<file path="config.mk">
export PLATFORM = sky130hd
export DESIGN_NAME = telemetry_tx_scheduler
export DESIGN_NICKNAME = d
export VERILOG_FILES = /design/src/rtl/telemetry_tx_scheduler.sv
export SDC_FILE = /design/constraint.sdc
export NUM_CORES = 1
export LEC_CHECK = 0
export ABC_AREA = 1
export BUFFER_PORTS_ARGS = -buffer_cell sky130_fd_sc_hd__buf_2
export CAP_MARGIN = 10
export CORE_MARGIN = 3
export CORE_UTILIZATION = 59
export CTS_BUF_LIST = sky130_fd_sc_hd__clkbuf_8
export CTS_CLUSTER_SIZE = 30
export DETAILED_ROUTE_END_ITERATION = 7
export GPL_ROUTABILITY_DRIVEN = 1
export PLACE_DENSITY = 0.82
export RECOVER_POWER = 25
export SLEW_MARGIN = 0
export SYNTH_ARGS = -nofsm -noshare
export SYNTH_HDL_FRONTEND = slang
export SYNTH_SLANG_ARGS = --single-unit
</file>
<file path="constraint.sdc">
create_clock -name clk_1 -period 2.4 [get_ports clk_1]
set_input_delay 0.36 -clock clk_1 [delete_from_list [all_inputs] [get_ports clk_1]]
set_output_delay 0.36 -clock clk_1 [all_outputs]
set_load 0.05 [all_outputs]
</file>
<file path="src/rtl/telemetry_tx_scheduler.sv">
// Purpose : shares one byte-wide UART transmitter between a periodic telemetry
//           frame (A5 spd dst status csum CR LF) and an event-driven alarm
//           frame (5A code code CR LF). Alarm frames take priority.
// Latency : a pending request leaves IDLE on the next edge. The first strobe
//           follows one cycle later. Strobes are 2 cycles apart while tx_ready=1.
// Backpr. : SEND waits while tx_ready=0, with tx_send=0 and tx_data held.
//           Requests arriving meanwhile stay pending. A second alarm arriving
//           while one is pending is dropped and alarm_dropped pulses.
// Ports   : clk_1/resetStatus (async, active-high); enable gates the period
//           timer; speed/distance/direction/degree form the telemetry payload;
//           alarm_req/alarm_code carry the alarm request; tx_ready/tx_send/
//           tx_data form the transmitter handshake; busy means a frame is in
//           progress; frame_cnt counts completed frames; alarm_dropped flags a
//           lost alarm.
module telemetry_tx_scheduler #(
  parameter int PERIOD_TICKS = 100
) (
  input  logic       clk_1,
  input  logic       resetStatus,
  input  logic       enable,
  input  logic [7:0] speed,
  input  logic [7:0] distance,
  input  logic       direction,
  input  logic [8:0] degree,
  input  logic       alarm_req,
  input  logic [7:0] alarm_code,
  input  logic       tx_ready,
  output logic       tx_send,
  output logic [7:0] tx_data,
  output logic       busy,
  output logic [7:0] frame_cnt,
  output logic       alarm_dropped
);

  localparam int TW = $clog2(PERIOD_TICKS);

  typedef enum logic [1:0] {IDLE, SEND, HOLD, DONE} state_t;

  state_t          state, state_nxt;
  logic [TW-1:0]   timer;
  logic            timer_wrap;
  logic            tel_pending;
  logic            alarm_pending;
  logic [7:0]      alarm_code_q;
  logic [6:0][7:0] frame_buf;
  logic [2:0]      byte_idx;
  logic [2:0]      last_idx;
  logic            start;
  logic            start_alarm;
  logic [1:0]      tilt;
  logic [7:0]      status;
  logic [7:0]      csum;

  assign timer_wrap = enable && (timer == TW'(PERIOD_TICKS - 1));

  // The status byte and checksum come from the live inputs. They only matter
  // on the edge that leaves IDLE, when they are copied into frame_buf.
  always_comb begin
    tilt = 2'd0;
    if (degree > 9'd100)
      tilt = 2'd2;
    else if (degree > 9'd80)
      tilt = 2'd1;
  end

  assign status = {1'b0, direction, tilt, 4'b1010};
  assign csum   = speed + distance + status;

  assign busy = (state != IDLE);

  always_comb begin
    state_nxt   = state;
    start       = 1'b0;
    start_alarm = 1'b0;
    case (state)
      IDLE: begin
        if (alarm_pending) begin
          state_nxt   = SEND;
          start       = 1'b1;
          start_alarm = 1'b1;
        end else if (tel_pending) begin
          state_nxt = SEND;
          start     = 1'b1;
        end
      end
      SEND:    if (tx_ready) state_nxt = HOLD;
      // HOLD ignores tx_ready: the transmitter needs a cycle to drop it.
      HOLD:    state_nxt = (byte_idx == last_idx) ? DONE : SEND;
      DONE:    state_nxt = IDLE;
      default: state_nxt = IDLE;
    endcase
  end

  always_ff @(posedge clk_1 or posedge resetStatus) begin
    if (resetStatus)
      state <= IDLE;
    else
      state <= state_nxt;
  end

  always_ff @(posedge clk_1 or posedge resetStatus) begin
    if (resetStatus) begin
      timer         <= '0;
      tel_pending   <= 1'b0;
      alarm_pending <= 1'b0;
      alarm_code_q  <= '0;
      frame_buf     <= '0;
      byte_idx      <= '0;
      last_idx      <= '0;
      tx_send       <= 1'b0;
      tx_data       <= '0;
      frame_cnt     <= '0;
      alarm_dropped <= 1'b0;
    end else begin
      tx_send <= 1'b0;

      if (!enable || timer_wrap)
        timer <= '0;
      else
        timer <= timer + 1'b1;

      // A wrap while a request is already pending coalesces into it.
      // A new wrap on the edge that consumes the flag keeps it set.
      if (timer_wrap)
        tel_pending <= 1'b1;
      else if (start && !start_alarm)
        tel_pending <= 1'b0;

      // The flag tested here is the pre-edge value. A request on the same edge
      // that consumes a pending alarm is therefore still treated as a drop.
      alarm_dropped <= alarm_req && alarm_pending;
      if (alarm_req && !alarm_pending) begin
        alarm_pending <= 1'b1;
        alarm_code_q  <= alarm_code;
      end else if (start_alarm) begin
        alarm_pending <= 1'b0;
      end

      if (start) begin
        byte_idx <= '0;
        if (start_alarm) begin
          frame_buf <= {16'h0000, 8'h0A, 8'h0D, alarm_code_q, alarm_code_q, 8'h5A};
          last_idx  <= 3'd4;
        end else begin
          frame_buf <= {8'h0A, 8'h0D, csum, status, distance, speed, 8'hA5};
          last_idx  <= 3'd6;
        end
      end

      if (state == SEND && tx_ready) begin
        tx_send <= 1'b1;
        tx_data <= frame_buf[byte_idx];
      end

      if (state == HOLD && byte_idx != last_idx)
        byte_idx <= byte_idx + 3'd1;

      if (state == DONE)
        frame_cnt <= frame_cnt + 8'd1;
    end
  end

endmodule

</file>
==> impl_metrics.py <==
metrics = {
    "grt": {
        "grt_antenna_before_repair": 0,
        "maximum_number_of_pins_on_one_net_before_global_route_repair": 71,
        "grt_util_all_layers_pct": 26.1,
        "gr-total-overflow": 0,
        "grt_pass1_vias": 3372,
        "grt_pass1_wl_um": 15300,
    },
    "worst_setup_path": {
        "critical_path.slowest_cell": "sky130_fd_sc_hd__fa_1",
        "worst-r2r-cell-count": 7,
        "path_buf_inv": 3,
        "worst_ep_arrival_time_ps": 2420,
        "ff2ff_setup_slack_ps": 580,
        "crit_fanout": 4,
        "critical_path.endpoint_type": "flop",
        "critPathKind": "input port to flop",
        "cp-start-kind": "input port",
        "worstPathCellList": "buf_2, nor3_1, nand3_1, nand2_1, nand2_1, inv_1, fa_1, ha_1, inv_1, nand2_1, nand3_1, nand2_1, nand2_1, nand3_1, nand2_1",
        "timing.critical_path.required_ps": 2640,
        "cp_top_family": "simple AND/OR/NAND/NOR gates",
        "critical-path-max-stage-delay_ps": 420,
        "cp_dominant_cell_by_count": "sky130_fd_sc_hd__nand2_1",
        "worstReg2RegEnd": "frame_buf[36]",
        "worstReg2RegStart": "state[1]",
    },
    "placement": {
        "placement.cell_area_um2": 4220,
        "detailedPlacementHpwl_um": 6420,
        "gp_congestion": 0.873,
        "place.port_buffers": 57,
    },
    "cts": {
        "post_cts_resized": 0,
        "cts_inserted_buffers": 9,
        "max-clock-path-buffers": 2,
        "ctsRootBufferMaster": "sky130_fd_sc_hd__clkbuf_8",
        "clock_latency_ps": 350,
        "tritoncts_clock_tree": "built",
        "clock_sink_count": 70,
        "level_count_of_the_clock_h_tree": 3,
        "cts.reportedPaths.clkPinSlew_ps": 80,
        "cts_hold_buffers": 0,
        "post-cts-setup-buffer-count": 0,
    },
    "route": {
        "drt_pass1_iterations": 4,
        "viasPerCell": 5.46,
        "postRouteAntennaNets": 0,
        "remaining_routing_drc_violations": 0,
        "postRouteWirelength_um": 8770,
        "wire_per_inst_um": 14.0,
        "initialDrtViolationCount": 176,
        "dr_total_vias": 3411,
    },
    "pwr": {
        "power_density_nw_per_um2": 1190,
        "vdd_drop_max_uv": 846,
        "p_total_mw": 5.23,
        "power.leakage_nw": 2.38,
    },
    "layout": {
        "syn_to_final_growth_pct": 13.2,
        "antenna_cells": 0,
        "fillerInstances": 482,
        "nets": 602,
        "drive_above_1_share_pct": 19.6,
        "final_cell_area_um2": 4400,
    },
    "floorplanning": {
        "io_pins": 58,
        "die_area_um2": 7590,
        "floorplan.die.height_um": 87.1,
        "fp-row-count": 28,
        "start_util_pct": 63.4,
        "core_region_area_um2": 6130,
        "die-width_um": 87.1,
    },
    "timing": {
        "final-max-slew-violation-count": 71,
        "finalCritPeriodShare_pct": 90.9,
        "timing.final.setup_violations": 0,
        "worst_pin_slew_ps": 1690,
        "clock.fmax_mhz": 458,
        "maxSlewHeadroom_pct": -12.4,
        "post-route-min-period_ps": 2180,
        "grt_setup_unrepaired": "false",
        "finalHoldViolations": 0,
        "clock_skew_ps": 8.30,
    },
    "synth": {
        "yosysTopAreaCellShare_pct": 45.1,
        "post_synthesis_net_count": 540,
        "yosys.area.top_type": "sky130_fd_sc_hd__dfrtp_1",
        "avgSynthCellArea_um2": 8.03,
        "seq_area_frac_synth_pct": 45.1,
        "netlist_top_cells_area": "sky130_fd_sc_hd__dfrtp_1, sky130_fd_sc_hd__nand2_1, sky130_fd_sc_hd__inv_1",
        "synth_cells": 484,
        "yosys_register_bits": 70,
        "synth_cell_type_count": 37,
        "syn_area_um2": 3880,
        "yosysWarningCount": 0,
    },
    "outcome": {
        "run_status": "finished, violations left",
        "failed_checks": "capacitance limit, slew limit",
    },
    "min_path": {
        "worst_hold_startpoint": "alarm_req",
        "hold_class": "input port to flop",
        "hold_critical_path_endpoint": "alarm_dropped",
        "holdPathStages": 3,
    },
    "run": {
        "drv_cap": 1,
    },
}
## worst reg2reg max path: cells and delay by family, from the launching register on
family | cells | cell delay, ps
AOI/OAI and AO/OA | 2 | 510
buffers and inverters | 2 | 340
DFF | 1 | 430
and+or+nand+nor | 3 | 470
## logic make-up after synthesis
group | after synthesis | synth area share, %
AOI/OAI and AO/OA | 60 | 9.37
xor gates and xnor gates | 7 | 1.58
adders and majority gates | 17 | 6.25
buffers and inverters | 71 | 7.92
DFF | 70 | 45.1
muxes | 8 | 2.32
and+or+nand+nor | 251 | 27.5
## area by class of cell
class	instances	area, um2	area share (%)
inverters	62	233	5.29
well taps	75	93.8	2.13
repair buffers	60	305	6.94
clock inverters	6	63.8	1.45
clock buffers	9	124	2.82
flip-flops and latches	70	1750	39.8
multi-input cells	343	1830	41.6
## through the flow
step / setup TNS (ps) / worst slack, ps / instances / utilization (%) / hold slack, ps
after floorplan: 0 / 260 / 484 / - / 433
after global placement: 0 / 37.1 / 610 / 68.9 / 446
after detailed placement: -1.30 / -1.30 / 610 / 68.9 / 471
after CTS: 0 / 256 / 625 / 72.0 / 90.4
after global routing: 0 / 1.75 / 625 / 71.8 / 225
final: 0 / 218 / 625 / 71.8 / 211
## cell usage after synthesis
cell type                  number
sky130_fd_sc_hd__a21boi_0       1
sky130_fd_sc_hd__a21boi_1       5
sky130_fd_sc_hd__a21boi_2       1
sky130_fd_sc_hd__a21o_1         1
sky130_fd_sc_hd__a21oi_1       15
sky130_fd_sc_hd__a21oi_4        1
sky130_fd_sc_hd__a22oi_1        1
sky130_fd_sc_hd__a31oi_1       15
sky130_fd_sc_hd__and3_1         1
sky130_fd_sc_hd__buf_2          3
sky130_fd_sc_hd__buf_4          2
sky130_fd_sc_hd__buf_6          4
sky130_fd_sc_hd__dfrtp_1       70
sky130_fd_sc_hd__fa_1           4
sky130_fd_sc_hd__ha_1          13
sky130_fd_sc_hd__inv_1         54
sky130_fd_sc_hd__inv_2          8
sky130_fd_sc_hd__mux2_2         8
sky130_fd_sc_hd__nand2_1      153
sky130_fd_sc_hd__nand2_2        1
sky130_fd_sc_hd__nand3_1       28
sky130_fd_sc_hd__nand3_2        1
sky130_fd_sc_hd__nand3b_1       1
sky130_fd_sc_hd__nand4_1        2
sky130_fd_sc_hd__nor2_1        44
sky130_fd_sc_hd__nor2_2         1
sky130_fd_sc_hd__nor2_8         2
sky130_fd_sc_hd__nor3_1         7
sky130_fd_sc_hd__nor3b_1        1
sky130_fd_sc_hd__o21ai_0       11
sky130_fd_sc_hd__o21ai_1        6
sky130_fd_sc_hd__o22a_1         1
sky130_fd_sc_hd__o22ai_1        1
sky130_fd_sc_hd__o31ai_1        1
sky130_fd_sc_hd__or2_2          9
sky130_fd_sc_hd__xnor2_1        4
sky130_fd_sc_hd__xor2_1         3
## cells in the final DEF (no fill, tap or decap), types with 3 or more instances in the layout
| master | synthesis | final |
|---|---|---|
| sky130_fd_sc_hd__nand2_1 | 153 | 153 |
| sky130_fd_sc_hd__xor2_1 | 3 | 3 |
| sky130_fd_sc_hd__fa_1 | 4 | 4 |
| sky130_fd_sc_hd__o21ai_1 | 6 | 6 |
| sky130_fd_sc_hd__nor2_1 | 44 | 43 |
| sky130_fd_sc_hd__buf_2 | 3 | 57 |
| sky130_fd_sc_hd__o21ai_0 | 11 | 11 |
| sky130_fd_sc_hd__xnor2_1 | 4 | 4 |
| sky130_fd_sc_hd__a21boi_1 | 5 | 5 |
| sky130_fd_sc_hd__clkbuf_8 | 0 | 9 |
| sky130_fd_sc_hd__mux2_2 | 8 | 8 |
| sky130_fd_sc_hd__dfrtp_1 | 70 | 70 |
| sky130_fd_sc_hd__nand3_1 | 28 | 28 |
| sky130_fd_sc_hd__a31oi_1 | 15 | 15 |
| sky130_fd_sc_hd__ha_1 | 13 | 13 |
| sky130_fd_sc_hd__or2_2 | 9 | 9 |
| sky130_fd_sc_hd__inv_1 | 54 | 53 |
| sky130_fd_sc_hd__nor3_1 | 7 | 7 |
| sky130_fd_sc_hd__inv_2 | 8 | 8 |
| sky130_fd_sc_hd__a21oi_1 | 15 | 15 |
## power by group
group | switching [mW] | total (mW) | internal [mW]
registers | 0.340 | 1.99 | 1.65
clock network | 0.457 | 0.929 | 0.472
logic | 1.56 | 2.32 | 0.756
total | 2.36 | 5.23 | 2.87
## layer usage
metal	vias to the layer above	global-route usage, %	wire, um
met4	0	10.0	221
met3	25	6.62	608
li1	1672	-	-
met5	-	0	0
met2	119	41.8	4060
met1	1595	34.3	3870
## flip-flops by register name, summed over array words and instances, names as in the netlist, 2 cells and up
register	flops
timer	7
state	2
byte_idx	3
tx_data	8
frame_buf	30
alarm_code_q	8
frame_cnt	8
## worst max-delay path by stage
stage,start,end,slack (ps),depth (start not counted)
5_1_grt,degree[8],frame_buf[39],2,15
3_5_place_dp,degree[8],frame_buf[39],-1,15
2_1_floorplan,degree[8],frame_buf[37],260,12
6_report,degree[8],frame_buf[39],220,15
4_1_cts,degree[8],frame_buf[39],260,15
3_3_place_gp,degree[8],frame_buf[37],40,13
Note: power is estimated with default switching activity, not from simulation.
